==> config.mk <==
export PLATFORM = sky130hd
export DESIGN_NAME = fetch_scheduler
export DESIGN_NICKNAME = d
export VERILOG_FILES = /design/src/rtl/fetch_pkg.sv /design/src/rtl/fetch_cmd_fifo.sv /design/src/rtl/fetch_scheduler.sv
export SDC_FILE = /design/constraint.sdc
export NUM_CORES = 1
export LEC_CHECK = 0
export ABC_AREA = 0
export BUFFER_PORTS_ARGS = -buffer_cell sky130_fd_sc_hd__buf_2
export CORE_MARGIN = 1.5
export CORE_UTILIZATION = 50
export CTS_CLUSTER_DIAMETER = 150
export CTS_CLUSTER_SIZE = 12
export DETAILED_ROUTE_END_ITERATION = 8
export GPL_TIMING_DRIVEN = 1
export PLACE_DENSITY = 0.7
export SLEW_MARGIN = 25
export SYNTH_ARGS = -nofsm -noshare
export SYNTH_HDL_FRONTEND = slang
export SYNTH_SLANG_ARGS = --single-unit
export TNS_END_PERCENT = 5
==> constraint.sdc <==
create_clock -name clk -period 4.9 [get_ports clk]
set_input_delay 0.245 -clock clk [delete_from_list [all_inputs] [get_ports clk]]
set_output_delay 0.245 -clock clk [all_outputs]
set_load 0.005 [all_outputs]
==> src/rtl/fetch_pkg.sv <==
// Shared types and constants for the fetch command sequencer.
package fetch_pkg;

   // Command type encodings accepted from the top FSM.
   localparam logic [7:0] FETCH_FEATURE = 8'h01;
   localparam logic [7:0] FETCH_WEIGHT  = 8'h02;

   // Sequencer FSM states.
   typedef enum logic [1:0] {
      ST_IDLE  = 2'd0,
      ST_ISSUE = 2'd1,
      ST_WAIT  = 2'd2
   } fetch_state_e;

   // One queued command: 48 bits.
   typedef struct packed {
      logic [7:0]  cmd_type;
      logic [15:0] src;
      logic [7:0]  dst;
      logic [7:0]  mem_sel;
      logic [7:0]  len;
   } fetch_cmd_t;

endpackage

==> src/rtl/fetch_cmd_fifo.sv <==
// Command queue: registered FIFO of fetch_cmd_t. The head entry becomes
// visible the cycle after it is written (no fall-through). A push is
// refused whenever the FIFO is full, regardless of a same-cycle pop.
module fetch_cmd_fifo
   import fetch_pkg::*;
#(
   parameter int DEPTH = 4
) (
   input  logic       clk_i,
   input  logic       rst_i,
   input  logic       push_i,
   input  fetch_cmd_t push_data_i,
   input  logic       pop_i,
   output fetch_cmd_t head_o,
   output logic       full_o,
   output logic       empty_o
);

   localparam int AW    = $clog2(DEPTH);
   localparam int CNT_W = AW + 1;

   fetch_cmd_t       mem_q [DEPTH];
   logic [AW-1:0]    wr_ptr_q, rd_ptr_q;
   logic [CNT_W-1:0] count_q;
   logic             do_push, do_pop;

   assign full_o  = (count_q == CNT_W'(DEPTH));
   assign empty_o = (count_q == '0);
   assign do_push = push_i && !full_o;
   assign do_pop  = pop_i && !empty_o;
   assign head_o  = mem_q[rd_ptr_q];

   // Pointer and occupancy bookkeeping; pointers wrap naturally (DEPTH is 2^n).
   always_ff @(posedge clk_i) begin
      if (rst_i) begin
         wr_ptr_q <= '0;
         rd_ptr_q <= '0;
         count_q  <= '0;
      end else begin
         if (do_push) wr_ptr_q <= wr_ptr_q + AW'(1);
         if (do_pop)  rd_ptr_q <= rd_ptr_q + AW'(1);
         case ({do_push, do_pop})
            2'b10:   count_q <= count_q + CNT_W'(1);
            2'b01:   count_q <= count_q - CNT_W'(1);
            default: count_q <= count_q;
         endcase
      end
   end

   // Storage write; contents need no reset since empty_o guards reads.
   always_ff @(posedge clk_i) begin
      if (do_push) mem_q[wr_ptr_q] <= push_data_i;
   end

endmodule

==> src/rtl/fetch_scheduler.sv <==
// Fetch command sequencer: queues multi-line commands, expands each into
// single-line fetches with incrementing addresses, and drives one fetch
// unit at a time, waiting for its done pulse (with a timeout).
//
// Handshake: a command transfers on a rising clk edge where cmd_valid and
// cmd_ready are both high; cmd_ready depends only on queue occupancy, never
// on cmd_valid, and cmd_valid may be raised or dropped on any cycle.
module fetch_scheduler
   import fetch_pkg::*;
#(
   parameter int QUEUE_DEPTH  = 4,
   parameter int DONE_TIMEOUT = 16
) (
   input  logic         clk,
   input  logic         rst,
   input  logic         cmd_valid,
   output logic         cmd_ready,
   input  logic [7:0]   cmd_type,
   input  logic [15:0]  cmd_src_addr,
   input  logic [7:0]   cmd_dst_addr,
   input  logic [7:0]   cmd_mem_sel,
   input  logic [7:0]   cmd_len,
   output logic         feature_fetch_enable,
   output logic [15:0]  feat_src_addr,
   output logic [7:0]   feat_dst_addr,
   output logic [7:0]   feat_mem_sel,
   input  logic         feat_fetch_done,
   output logic         weight_fetch_enable,
   output logic [15:0]  wgt_src_addr,
   output logic [7:0]   wgt_dst_addr,
   input  logic         wgt_fetch_done,
   output logic         cmd_done,
   output logic         idle,
   output logic         err_bad_type,
   output logic         err_timeout,
   output fetch_state_e dbg_state
);

   localparam int         TW       = $clog2(DONE_TIMEOUT + 1);
   localparam logic [TW-1:0] TMO_LAST = TW'(DONE_TIMEOUT - 1);

   fetch_cmd_t   push_cmd, head_cmd;
   logic         fifo_full, fifo_empty, pop;

   fetch_state_e state_q, state_d;
   logic         cur_wgt_q, cur_wgt_d;
   logic [15:0]  cur_src_q, cur_src_d;
   logic [7:0]   cur_dst_q, cur_dst_d;
   logic [7:0]   cur_mem_sel_q, cur_mem_sel_d;
   logic [7:0]   lines_left_q, lines_left_d;
   logic [TW-1:0] tmo_q, tmo_d;
   logic         feat_en_q, feat_en_d;
   logic         wgt_en_q, wgt_en_d;
   logic [15:0]  feat_src_q, feat_src_d;
   logic [7:0]   feat_dst_q, feat_dst_d;
   logic [7:0]   feat_mem_sel_q, feat_mem_sel_d;
   logic [15:0]  wgt_src_q, wgt_src_d;
   logic [7:0]   wgt_dst_q, wgt_dst_d;
   logic         cmd_done_q, cmd_done_d;
   logic         err_bad_type_q, err_bad_type_d;
   logic         err_timeout_q, err_timeout_d;
   logic         active_done;
   logic [15:0]  next_src;
   logic [7:0]   next_dst;

   assign push_cmd = '{cmd_type: cmd_type, src: cmd_src_addr, dst: cmd_dst_addr,
                       mem_sel: cmd_mem_sel, len: cmd_len};

   fetch_cmd_fifo #(
      .DEPTH (QUEUE_DEPTH)
   ) u_fifo (
      .clk_i       (clk),
      .rst_i       (rst),
      .push_i      (cmd_valid),
      .push_data_i (push_cmd),
      .pop_i       (pop),
      .head_o      (head_cmd),
      .full_o      (fifo_full),
      .empty_o     (fifo_empty)
   );

   // Next-state and datapath: enables are registered, so they are raised on
   // the transition into ISSUE and are high for exactly the ISSUE cycle.
   always_comb begin
      state_d        = state_q;
      cur_wgt_d      = cur_wgt_q;
      cur_src_d      = cur_src_q;
      cur_dst_d      = cur_dst_q;
      cur_mem_sel_d  = cur_mem_sel_q;
      lines_left_d   = lines_left_q;
      tmo_d          = tmo_q;
      feat_en_d      = 1'b0;
      wgt_en_d       = 1'b0;
      feat_src_d     = feat_src_q;
      feat_dst_d     = feat_dst_q;
      feat_mem_sel_d = feat_mem_sel_q;
      wgt_src_d      = wgt_src_q;
      wgt_dst_d      = wgt_dst_q;
      cmd_done_d     = 1'b0;
      err_bad_type_d = err_bad_type_q;
      err_timeout_d  = err_timeout_q;
      pop            = 1'b0;
      active_done    = cur_wgt_q ? wgt_fetch_done : feat_fetch_done;
      next_src       = cur_src_q + 16'd1;
      next_dst       = cur_dst_q + 8'd1;

      case (state_q)
         ST_IDLE: begin
            if (!fifo_empty) begin
               pop           = 1'b1;
               cur_src_d     = head_cmd.src;
               cur_dst_d     = head_cmd.dst;
               cur_mem_sel_d = head_cmd.mem_sel;
               lines_left_d  = head_cmd.len;
               if (head_cmd.cmd_type == FETCH_FEATURE) begin
                  cur_wgt_d      = 1'b0;
                  feat_en_d      = 1'b1;
                  feat_src_d     = head_cmd.src;
                  feat_dst_d     = head_cmd.dst;
                  feat_mem_sel_d = head_cmd.mem_sel;
                  state_d        = ST_ISSUE;
               end else if (head_cmd.cmd_type == FETCH_WEIGHT) begin
                  cur_wgt_d = 1'b1;
                  wgt_en_d  = 1'b1;
                  wgt_src_d = head_cmd.src;
                  wgt_dst_d = head_cmd.dst;
                  state_d   = ST_ISSUE;
               end else begin
                  // Illegal type: retire the command without touching any unit.
                  err_bad_type_d = 1'b1;
                  cmd_done_d     = 1'b1;
               end
            end
         end
         ST_ISSUE: begin
            tmo_d   = '0;
            state_d = ST_WAIT;
         end
         ST_WAIT: begin
            if (active_done) begin
               if (lines_left_q == 8'd0) begin
                  cmd_done_d = 1'b1;
                  state_d    = ST_IDLE;
               end else begin
                  cur_src_d    = next_src;
                  cur_dst_d    = next_dst;
                  lines_left_d = lines_left_q - 8'd1;
                  if (cur_wgt_q) begin
                     wgt_en_d  = 1'b1;
                     wgt_src_d = next_src;
                     wgt_dst_d = next_dst;
                  end else begin
                     feat_en_d      = 1'b1;
                     feat_src_d     = next_src;
                     feat_dst_d     = next_dst;
                     feat_mem_sel_d = cur_mem_sel_q;
                  end
                  state_d = ST_ISSUE;
               end
            end else if (tmo_q == TMO_LAST) begin
               // Unit never answered: abandon the remaining lines.
               err_timeout_d = 1'b1;
               cmd_done_d    = 1'b1;
               state_d       = ST_IDLE;
            end else begin
               tmo_d = tmo_q + TW'(1);
            end
         end
         default: state_d = ST_IDLE;
      endcase
   end

   // State and output registers with synchronous reset.
   always_ff @(posedge clk) begin
      if (rst) begin
         state_q        <= ST_IDLE;
         cur_wgt_q      <= 1'b0;
         cur_src_q      <= '0;
         cur_dst_q      <= '0;
         cur_mem_sel_q  <= '0;
         lines_left_q   <= '0;
         tmo_q          <= '0;
         feat_en_q      <= 1'b0;
         wgt_en_q       <= 1'b0;
         feat_src_q     <= '0;
         feat_dst_q     <= '0;
         feat_mem_sel_q <= '0;
         wgt_src_q      <= '0;
         wgt_dst_q      <= '0;
         cmd_done_q     <= 1'b0;
         err_bad_type_q <= 1'b0;
         err_timeout_q  <= 1'b0;
      end else begin
         state_q        <= state_d;
         cur_wgt_q      <= cur_wgt_d;
         cur_src_q      <= cur_src_d;
         cur_dst_q      <= cur_dst_d;
         cur_mem_sel_q  <= cur_mem_sel_d;
         lines_left_q   <= lines_left_d;
         tmo_q          <= tmo_d;
         feat_en_q      <= feat_en_d;
         wgt_en_q       <= wgt_en_d;
         feat_src_q     <= feat_src_d;
         feat_dst_q     <= feat_dst_d;
         feat_mem_sel_q <= feat_mem_sel_d;
         wgt_src_q      <= wgt_src_d;
         wgt_dst_q      <= wgt_dst_d;
         cmd_done_q     <= cmd_done_d;
         err_bad_type_q <= err_bad_type_d;
         err_timeout_q  <= err_timeout_d;
      end
   end

   assign cmd_ready            = !fifo_full;
   assign idle                 = fifo_empty && (state_q == ST_IDLE);
   assign feature_fetch_enable = feat_en_q;
   assign feat_src_addr        = feat_src_q;
   assign feat_dst_addr        = feat_dst_q;
   assign feat_mem_sel         = feat_mem_sel_q;
   assign weight_fetch_enable  = wgt_en_q;
   assign wgt_src_addr         = wgt_src_q;
   assign wgt_dst_addr         = wgt_dst_q;
   assign cmd_done             = cmd_done_q;
   assign err_bad_type         = err_bad_type_q;
   assign err_timeout          = err_timeout_q;
   assign dbg_state            = state_q;

endmodule

Word level (Yosys, flattened, before mapping)
Memory sizes are Yosys's and may differ from the RTL's. A register that Yosys moved wholly into a read port is not among the register bits. Cells that the tools add are included.

Add/subtract/negate cells: 8. Equal/unequal tests: 20. Muxes and demuxes: 84. Bitwise operators: 4. Reductions and logical operators: 21.

Operators by type and width (count): 16-bit 2-to-1 mux (14); 8-bit 2-to-1 mux (22); 16-bit one-hot mux with 2 select lines (3); 8-bit one-hot mux with 2 select lines (5); 1-bit 2-to-1 mux (25); 2-bit != test, second input constant (10); 16-bit by 1-bit adder with 16-bit output, second input constant (1); 2-bit 2-to-1 mux (7); 3-bit AND reduction (4); 5-bit 2-to-1 mux (2); 5-bit one-hot mux with 2 select lines (1); 8-bit by 1-bit adder with 8-bit output, second input constant (1); 8-bit by 1-bit == test with 1-bit output, second input constant (1); 8-bit by 2-bit == test with 1-bit output, second input constant (1); 8-bit zero test (1); 4-bit AND reduction (2); 2-bit nonzero test (4); 8-bit by 1-bit subtractor with 8-bit output, second input constant (1); 7-bit AND reduction (1); 3-bit != test, second input constant (2); 1-bit one-hot mux with 2 select lines (3); 2-bit one-hot mux with 3 select lines (1); 3-bit one-hot mux with 2 select lines (1); 6-bit AND reduction (1); other kinds (14) (23).

Register bits after elaboration: 116. Memory bits (writable): 192. Bits of input ports: 53. Output and inout bits: 65. Word-level logic and storage cells: 158. Memories kept: 1.

Memories: u_fifo.mem_q (words 4, width 48, rd ports 1, clocked after Yosys merged registers in 1, write ports 1, line fetch_cmd_fifo.sv:22) `fetch_cmd_t mem_q [DEPTH];`.

Longest topological paths before layout
Gate-level depths: netlist of run 1.

Word-level depth: 6. Mapped depth: 11. Gate-level depth less buffers: 10.

Modules after synthesis
A second synthesis of run 1 with hierarchy kept.

Cells, all modules: 926. Area, all modules: 12321.8 µm².

By module, submodules not included: fetch_cmd_fifo (times used 1, cells an instance 304, area an instance 7388.3 µm², sequential area each 5945.7 µm²); fetch_scheduler (times used 1, cells an instance 622, area an instance 4933.5 µm², sequential area each 2182.1 µm²).

Least setup slack after synthesis of run 1
No wires, ideal clock.

Path type: register to register. Start point: reg state_q[0], in the netlist dbg_state[0]. End point: reg u_fifo.count_q[2]. Library setup time: 0.070 ns. Data arrival time: 2.445 ns. Required time: 4.830 ns. Slack: 2.384 ns. Cell stages (with the launch flop): 11. Buffers on the path: 1. Period minus slack after synthesis: 2.516 ns. Cells stage by stage: dfxtp_1 -> or2_4 -> or2_4 -> inv_2 -> clkbuf_1 -> ha_1 -> inv_1 -> fa_1 -> xor2_1 -> or3_1 -> a21oi_1.

Longest elaborated chain between the ends: 5. Elaborated cells on any way between the ends: 7. Those cells by class: 2 x eq/ne; 2 x mux; 3 x reduce/logical.

RTL lines: start: declaration (line fetch_scheduler.sv:45) `fetch_state_e state_q, state_d;`; start signal: assignment (line fetch_scheduler.sv:194) `state_q <= state_d;`; 2-bit zero test * (line fetch_scheduler.sv:107) `case (state_q)`; 1-bit 2-to-1 mux * (line fetch_scheduler.sv:107); named net pop (line fetch_scheduler.sv:43) `logic fifo_full, fifo_empty, pop;`; 1-bit logical AND * (line fetch_cmd_fifo.sv:30) `assign do_pop = pop_i && !empty_o;`; 2-bit by 1-bit == test with 1-bit output / 2-bit == test (equally long branches) (line fetch_cmd_fifo.sv:42) `case ({do_push, do_pop})`; 3-bit one-hot mux with 2 select lines / 2-bit nonzero test (equally long branches); end signal: assignment (line fetch_cmd_fifo.sv:43) `2'b10: count_q <= count_q + CNT_W'(1);`; end signal: assignment (line fetch_cmd_fifo.sv:44) `2'b01: count_q <= count_q - CNT_W'(1);`; end signal: assignment (line fetch_cmd_fifo.sv:45) `default: count_q <= count_q;`; end: declaration (line fetch_cmd_fifo.sv:24) `logic [CNT_W-1:0] count_q;`.

Mark *: on every way through the listed nets, which the timed path passes. The rest lies on a longest branch. A chain may end at the register's enable or synchronous reset.

Worst setup path after layout of run 1
Start point: reg state_q[1], in the netlist dbg_state[1]. End point: reg feat_src_q[7], in the netlist feat_src_addr[7].

Longest elaborated chain between the ends: 3. Elaborated cells on any way between the ends: 10. Those cells by class: 6 x eq/ne; 1 x mux; 3 x reduce/logical.

RTL lines: 2-bit == test / 2-bit zero test (equally long branches) (line fetch_scheduler.sv:107); 2-bit != test (no line) / 2-bit nonzero test (equally long branches); 6-bit AND reduction (no line); end signal: assignment (line fetch_scheduler.sv:203) `feat_src_q <= feat_src_d;`; end: declaration (line fetch_scheduler.sv:54) `logic [15:0] feat_src_q, feat_src_d;`.

Parallel ways exist; a longest one is shown, timed or not.

==> results.md, run 1 <==
- Pre-CTS WS: 1.35 ns
- CORE AREA: roughly 25,000 µm²
- Share of cells above drive strength 1: 22.2%
- Number of antenna violations at the first check in global routing: 1
- Fillers: just under 2,000
- Clock sinks: just over 300
- Yosys Warn Count: 0
- CP Launch Type: flop
- Final setup vio count: 0
- Commonest non-fill, non-tap cell in the layout: edfxtp_1
- Dpl hpwl: 16.8 mm
- Row cnt: 58
- Post-CTS setup buffer count: 0
- Worst clock skew: roughly 0.010 ns
- CTS Root Cell: clkbuf_16
- Post-synth EDFFs: 192
- Sequential-to-total area share from yosys stat: 64.2%
- Total power: 7.43 mW
- Distinct cells, synth: 60
- IO Pins: 118
- Detailed Route WL: roughly 26 mm
- R2R depth: 10
- Async set-reset flop share out of synthesis: 0%
- Via count: 7,892
- Status: finished, final reports clean
- Fin crit share: 68.1%
- Area growth, synth to finish: 16.7%
- Final Util: 59.0%
- CTS tree: built
- Post-route antenna net violation count: 0
- Post-Syn Instances: 945
- CTS buffer count: 29
- Main synth FF type: edfxtp_1
- Final #Nets: 1,160
- Clock Tree Buf Depth: 3
- Leakage: around 5.2 nW
- DIE AREA: 26,300 µm²
- Chip Height: 162 µm
- Fmax: 0.299 GHz
- Worst-skew pair later-pin latency: 0.54 ns
- Worst Path Max Fanout: 29
- Number of I/O port buffers: 117
- Fin cells: around 1,400
- DRT Pass-1 Iters: 5
- Final Max Tran Viols: 0
- Vias in the first global route: 7,591
- Starting Density: 50.5%
- P per Cell Area: 503 nW/µm²
- First-pass GRT wire length: 41.6 mm
- GRT Resource Usage Total: between 20% and 30%
- RSZ-0062 raised after global routing: false
- WL/cell: 18.0 µm
- Yosys reg bits: a little over 300
- Hold Crit Class: in -> reg
- Max cap viols: 0
- Setup TNS: 0 ns
- Largest net degree at the start of global routing: 74
- Die Wd: 162 µm
- Final hold vios: 0
- Most frequent cells in the layout: edfxtp_1 (192), dfxtp_1 (116), buf_2 (116)
- Syn Area/Cell: between 10 and 15 µm²
- Reg clk slew, reported paths: ~0.060 ns
- DR vias/cell: 5.46
- Post-Syn Area: 12,700 µm²
- Mapped Nets: 1,009
- CTS H-tree lvls: 1
- Slew HR: a little over half
- Max IR drop VDD: ~0.26 mV
- Placed Cells incl. Taps: 1,346
- Setup CP Type: reg -> reg
- GRT Residual Overflow: 0
- Critical path endpoint category: flop
- Initial drt markers: 676
- Worst-margin pin slew: 0.705 ns
- CP arrival: 3.80 ns
- Minimum clock period: 3.34 ns
- Final setup margin: 1.56 ns
- GP Congestion: 0.847
- Crit path required time: 5.36 ns
- # DRC: 0
- Worst hold stages: 4
[power breakdown]
group / switching [mW] / internal [mW] / total, mW
sequential: 0.257 / 3.15 / 3.40
clock: 0.889 / 1.11 / 2.00
combinational: 1.22 / 0.806 / 2.02
total: 2.36 / 5.07 / 7.43
[worst max-delay path: stages, from the launching register on]
cell and delay [ns]:
dfxtp_1 0.47, or2_4 0.35, or2_4 0.32, inv_2 0.25, a21o_1 0.30, buf_4 0.37, o2111ai_4 0.30, buf_16 0.26
and2_1 0.14, buf_4 0.25, o211ai_1 0.22
[cell families (layout without fill, tap and decap cells)]
family | Yosys count | count (layout) | synth area share [%]
flip-flops | 310 | 310 | 64.2
AO/OA/AOI/OAI | 147 | 147 | 7.51
AND/OR/NAND/NOR | 313 | 313 | 12.9
buffers and inverters | 71 | 241 | 3.02
adder cells (fa/ha/maj) | 11 | 11 | 1.15
multiplexers | 72 | 72 | 9.78
other | 0 | 1 | 0
XOR/XNOR | 21 | 21 | 1.45
[registers in the layout (all words and copies together), names as in the netlist, 16 cells and up, named ones only]
name	count
u_fifo.mem_q	192
cur_src_q	16
wgt_src_addr	16
feat_src_addr	16
[synthesized netlist by cell type (3+ instances only)]
| master | number | area, µm² |
|---|---|---|
| a211oi_1 | 6 | 45.0 |
| a21oi_1 | 58 | 290 |
| a22o_1 | 8 | 70.1 |
| a31oi_1 | 9 | 56.3 |
| and2_1 | 3 | 18.8 |
| and3_1 | 8 | 50.1 |
| buf_1 | 3 | 11.3 |
| buf_2 | 12 | 60.1 |
| buf_4 | 6 | 45.0 |
| buf_6 | 6 | 67.6 |
| clkbuf_1 | 30 | 113 |
| dfxtp_1 | 118 | 2360 |
| edfxtp_1 | 192 | 5770 |
| ha_1 | 10 | 125 |
| inv_1 | 11 | 41.3 |
| mux2i_1 | 28 | 280 |
| mux4_2 | 41 | 923 |
| nand2_1 | 102 | 383 |
| nand2b_1 | 47 | 294 |
| nand3_1 | 25 | 125 |
| nand4_1 | 4 | 25.0 |
| nand4b_1 | 23 | 201 |
| nor2_1 | 53 | 199 |
| nor2b_1 | 5 | 31.3 |
| nor3_1 | 15 | 75.1 |
| nor4_1 | 5 | 31.3 |
| o21a_1 | 3 | 22.5 |
| o21ai_0 | 23 | 115 |
| o21ai_1 | 5 | 25.0 |
| o21ai_2 | 19 | 166 |
| o31ai_1 | 3 | 22.5 |
| or2_2 | 4 | 25.0 |
| or3_1 | 4 | 25.0 |
| or4_1 | 3 | 22.5 |
| xnor2_1 | 8 | 70.1 |
| xor2_1 | 13 | 114 |
[final cells by class]
cell class | instances | area [µm²] | share of cell area [%]
Tap cell | 330 | 413 | 2.80
Antenna cell | 1 | 2.50 | 0.0169
Sequential cell | 310 | 8130 | 55.0
Inverter | 12 | 45.0 | 0.305
Timing Repair Buffer | 179 | 1190 | 8.08
Multi-Input combinational cell | 564 | 4170 | 28.2
Clock inverter | 1 | 8.76 | 0.0593
Clock buffer | 49 | 811 | 5.49
[layer usage]
metal,global-route usage (%),vias to the layer above,routed length (µm)
met5,0,-,0
met4,4.67,0,385
met3,3.58,28,1470
met2,30.3,223,11700
met1,30.5,3841,12500
li1,-,3800,-
[per-stage QoR]
stage | instance area, µm² | hold slack, ns
final | 14800 | 0.165
after global routing | 14800 | 0.182
after CTS | 14700 | 0.141
after detailed placement | 13400 | 0.449
after global placement | 13400 | 0.443
after floorplan | 12700 | 0.344
[path summary, 6_finish.rpt]
check	slack (ns)	endpoint	start
worst min-delay path	0.16	u_fifo.wr_ptr_q[1]$_SDFFE_PP0P_	cmd_valid
worst min register to register	0.46	cur_mem_sel_q[7]$_SDFFE_PP0P_	cur_mem_sel_q[7]$_SDFFE_PP0P_
worst max register to register	1.56	feat_src_addr[7]$_SDFFE_PP0P_	dbg_state[1]$_SDFFE_PP0P_
worst max-delay path	1.56	feat_src_addr[7]$_SDFFE_PP0P_	dbg_state[1]$_SDFFE_PP0P_
[what timing repair did]
action	in CTS	in global routing
endpoints found under the hold margin	192	0
resized for setup	0	0
hold buffers	48	0
Note: power is estimated with default switching activity, not from simulation.
==> inputs of run 2 (changes only) <==
Settings changed: PLACE_DENSITY 0.7 to 0.73.
Clock period 4.9 ns to 2.9 ns, I/O delays scaled along.
==> results.md, run 2 (synthesized netlist as in run 1, its figures left out) <==
- Clock Tree Buf Depth: 3 (unchanged)
- GRT Resource Usage Total: 20.4% (+0.25 points)
- Row cnt: 58 (unchanged)
- Final #Nets: 1,167 (+0.60%)
- # DRC: 0 (unchanged)
- Most frequent cells in the layout: edfxtp_1 (192), dfxtp_1 (116), buf_2 (116)
- Vias in the first global route: 7,705 (+1.5%)
- Fin crit share: 89.2% (+21 points)
- Chip Height: 162 µm (unchanged)
- Final setup margin: 0.313 ns (-1.25 ns)
- Share of cells above drive strength 1: 22.7% (+0.44 points)
- Slew HR: 32.7% (-20 points)
- CP peak stage delay: 0.37 ns (-0.10 ns)
- R2R Path Start: dbg_state[1]$_SDFFE_PP0P_
- Largest register by flop count: u_fifo.mem_q
- Area growth, synth to finish: 17.4%
- Final Max Tran Viols: 0 (unchanged)
- First-pass GRT wire length: 42.2 mm (+1.5%)
- Number of I/O port buffers: 117 (unchanged)
- CP Cell Sequence: or2_4 > or2_4 > inv_2 > a21o_1 > o2111ai_4 > buf_4 > a22o_1 > a21oi_1
- DIE AREA: 26,300 µm² (unchanged)
- Worst-margin pin slew: 1.01 ns (+0.305 ns)
- Starting Density: 50.5% (unchanged)
- Max IR drop VDD: 0.481 mV (+87%)
- Worst-skew pair later-pin latency: 0.54 ns (about the same)
- Detailed Route WL: 26.6 mm (+2.0%)
- CP max stage cell: o2111ai_4
- Flop2flop setup slack: 0.31 ns (-1.25 ns)
- Dpl hpwl: 16.6 mm (-1.0%)
- Final setup vio count: 0 (unchanged)
- Worst hold margin: 0.0674 ns (-0.0975 ns)
- Largest net degree at the start of global routing: 117 (+58%)
- GP Congestion: 0.806 (-4.8%)
- IO Pins: 118 (unchanged)
- Max reg flops: 192 (unchanged)
- RSZ-0062 raised after global routing: false
- CORE AREA: 25,000 µm² (unchanged)
- CP Launch Type: flop
- Critical path endpoint category: flop
- Die Wd: 162 µm (unchanged)
- Fillers: 1,982 (+0.76%)
- Number of antenna violations at the first check in global routing: 0 (-1)
- Post-CTS setup buffer count: 0 (unchanged)
- CTS tree: built
- DRT Pass-1 Iters: 5 (unchanged)
- DR vias/cell: 5.50 (+0.70%)
- CTS buffer count: 29 (unchanged)
- Total power: 12.7 mW (+70%)
- WL/cell: 18.3 µm (+1.6%)
- # hold bufs at CTS: 48 (unchanged)
- Minimum clock period: 2.59 ns (-0.752 ns)
- R2R depth: 8 (-2)
- P per Cell Area: 852 nW/µm² (+69%)
- Initial drt markers: 685 (+1.3%)
- Clock sinks: 310 (unchanged)
- Worst clock skew: 0.00874 ns (-0.00151 ns)
- Hold Path End: u_fifo.wr_ptr_q[1]$_SDFFE_PP0P_
- Final Util: 59.4% (+0.36 points)
- Final hold vios: 0 (unchanged)
- Leakage: 5.27 nW (+0.82%)
- Via count: 7,975 (+1.1%)
- Reg clk slew, reported paths: 0.07 ns (about the same)
- CTS H-tree lvls: 1 (unchanged)
- Hold wc startpoint: cmd_valid
- Critical path's most frequent cell: or2_4
- Fmax: 0.387 GHz (+29%)
- Worst hold stages: 4 (unchanged)
- GRT Residual Overflow: 0 (unchanged)
- Post-CTS sizing: 0 (unchanged)
- CTS Root Cell: clkbuf_16
- Max cap viols: 0 (unchanged)
- Status: finished, final reports clean
- Hold Crit Class: in -> reg
- RR Endpoint: feat_mem_sel[7]$_SDFFE_PP0P_
- Commonest non-fill, non-tap cell in the layout: edfxtp_1
- Worst Path Max Fanout: 22 (-24%)
- Setup TNS: 0 ns (unchanged)
- Post-route antenna net violation count: 0 (unchanged)
- Pre-CTS WS: 0.343 ns (-1.00 ns)
- Setup CP Type: reg -> reg
- Crit path required time: 3.36 ns (-2.00 ns)
- CP arrival: 3.05 ns (-0.75 ns)
## run 2: cell count changes in the layout (fill, tap and decap cells not counted)
| cell | previous run | this run |
|---|---|---|
| buf_12 | 0 | 6 |
| clkbuf_1 | 19 | 18 |
| nand2b_2 | 0 | 1 |
| inv_6 | 1 | 0 |
| buf_16 | 1 | 0 |
| buf_4 | 14 | 16 |
| nand2b_4 | 1 | 0 |
## run 2: worst max-delay path by stage
| stage | to | slack (ns) | depth (start not counted) | startpoint |
|---|---|---|---|---|
| 2_1_floorplan | u_fifo.count_q[2]$_SDFFE_PP0P_ | 0.38 | 10 | dbg_state[0]$_SDFFE_PP0P_ |
| 3_3_place_gp | feat_mem_sel[7]$_SDFFE_PP0P_ | 0.37 | 8 | dbg_state[1]$_SDFFE_PP0P_ |
| 3_5_place_dp | feat_mem_sel[7]$_SDFFE_PP0P_ | 0.34 | 8 | dbg_state[1]$_SDFFE_PP0P_ |
| 4_1_cts | feat_mem_sel[7]$_SDFFE_PP0P_ | 0.31 | 8 | dbg_state[1]$_SDFFE_PP0P_ |
| 5_1_grt | feat_mem_sel[7]$_SDFFE_PP0P_ | 0.16 | 8 | dbg_state[1]$_SDFFE_PP0P_ |
| 6_report | feat_mem_sel[7]$_SDFFE_PP0P_ | 0.31 | 8 | dbg_state[1]$_SDFFE_PP0P_ |
## run 2: through the flow
step,cell area [µm²],std cells
2_1_floorplan,12700,945
3_3_place_gp,13600,1354
3_5_place_dp,13600,1354
4_1_cts,14900,1450
5_1_grt,14900,1450
6_report,14900,1451
## run 2: final cells by class
class | count | area [µm²] | area share, %
Clock buffer | 48 | 807 | 5.43
Timing Repair Buffer | 186 | 1300 | 8.76
Inverter | 12 | 45.0 | 0.303
Antenna cell | 1 | 2.50 | 0.0168
Multi-Input combinational cell | 564 | 4160 | 28.0
Sequential cell | 310 | 8130 | 54.7
Tap cell | 330 | 413 | 2.78
## run 2: power by group
group          internal (mW)  switching [mW]  leakage, nW
logic                   1.46            2.09         2.16
clock network           1.87            1.50        0.386
registers               5.32           0.427         2.72
total                   8.65            4.02         5.27
## run 2: metal layers
layer  vias to the layer above  track usage [%]  share of wire, %
li1                       3810                -                 -
met1                      3886             30.3                47
met2                       247             31.3                46
met3                        32             3.42               6.2
met4                         0             5.05               1.6
met5                         -                0                 0
## run 2: critical path: cells and delay by family, from the launching register on
| kind | cells | cell delay (ns) |
|---|---|---|
| AO/OA/AOI/OAI | 4 | 0.99 |
| AND/OR/NAND/NOR | 2 | 0.61 |
| buffers and inverters | 2 | 0.61 |
| flip-flops | 1 | 0.31 |
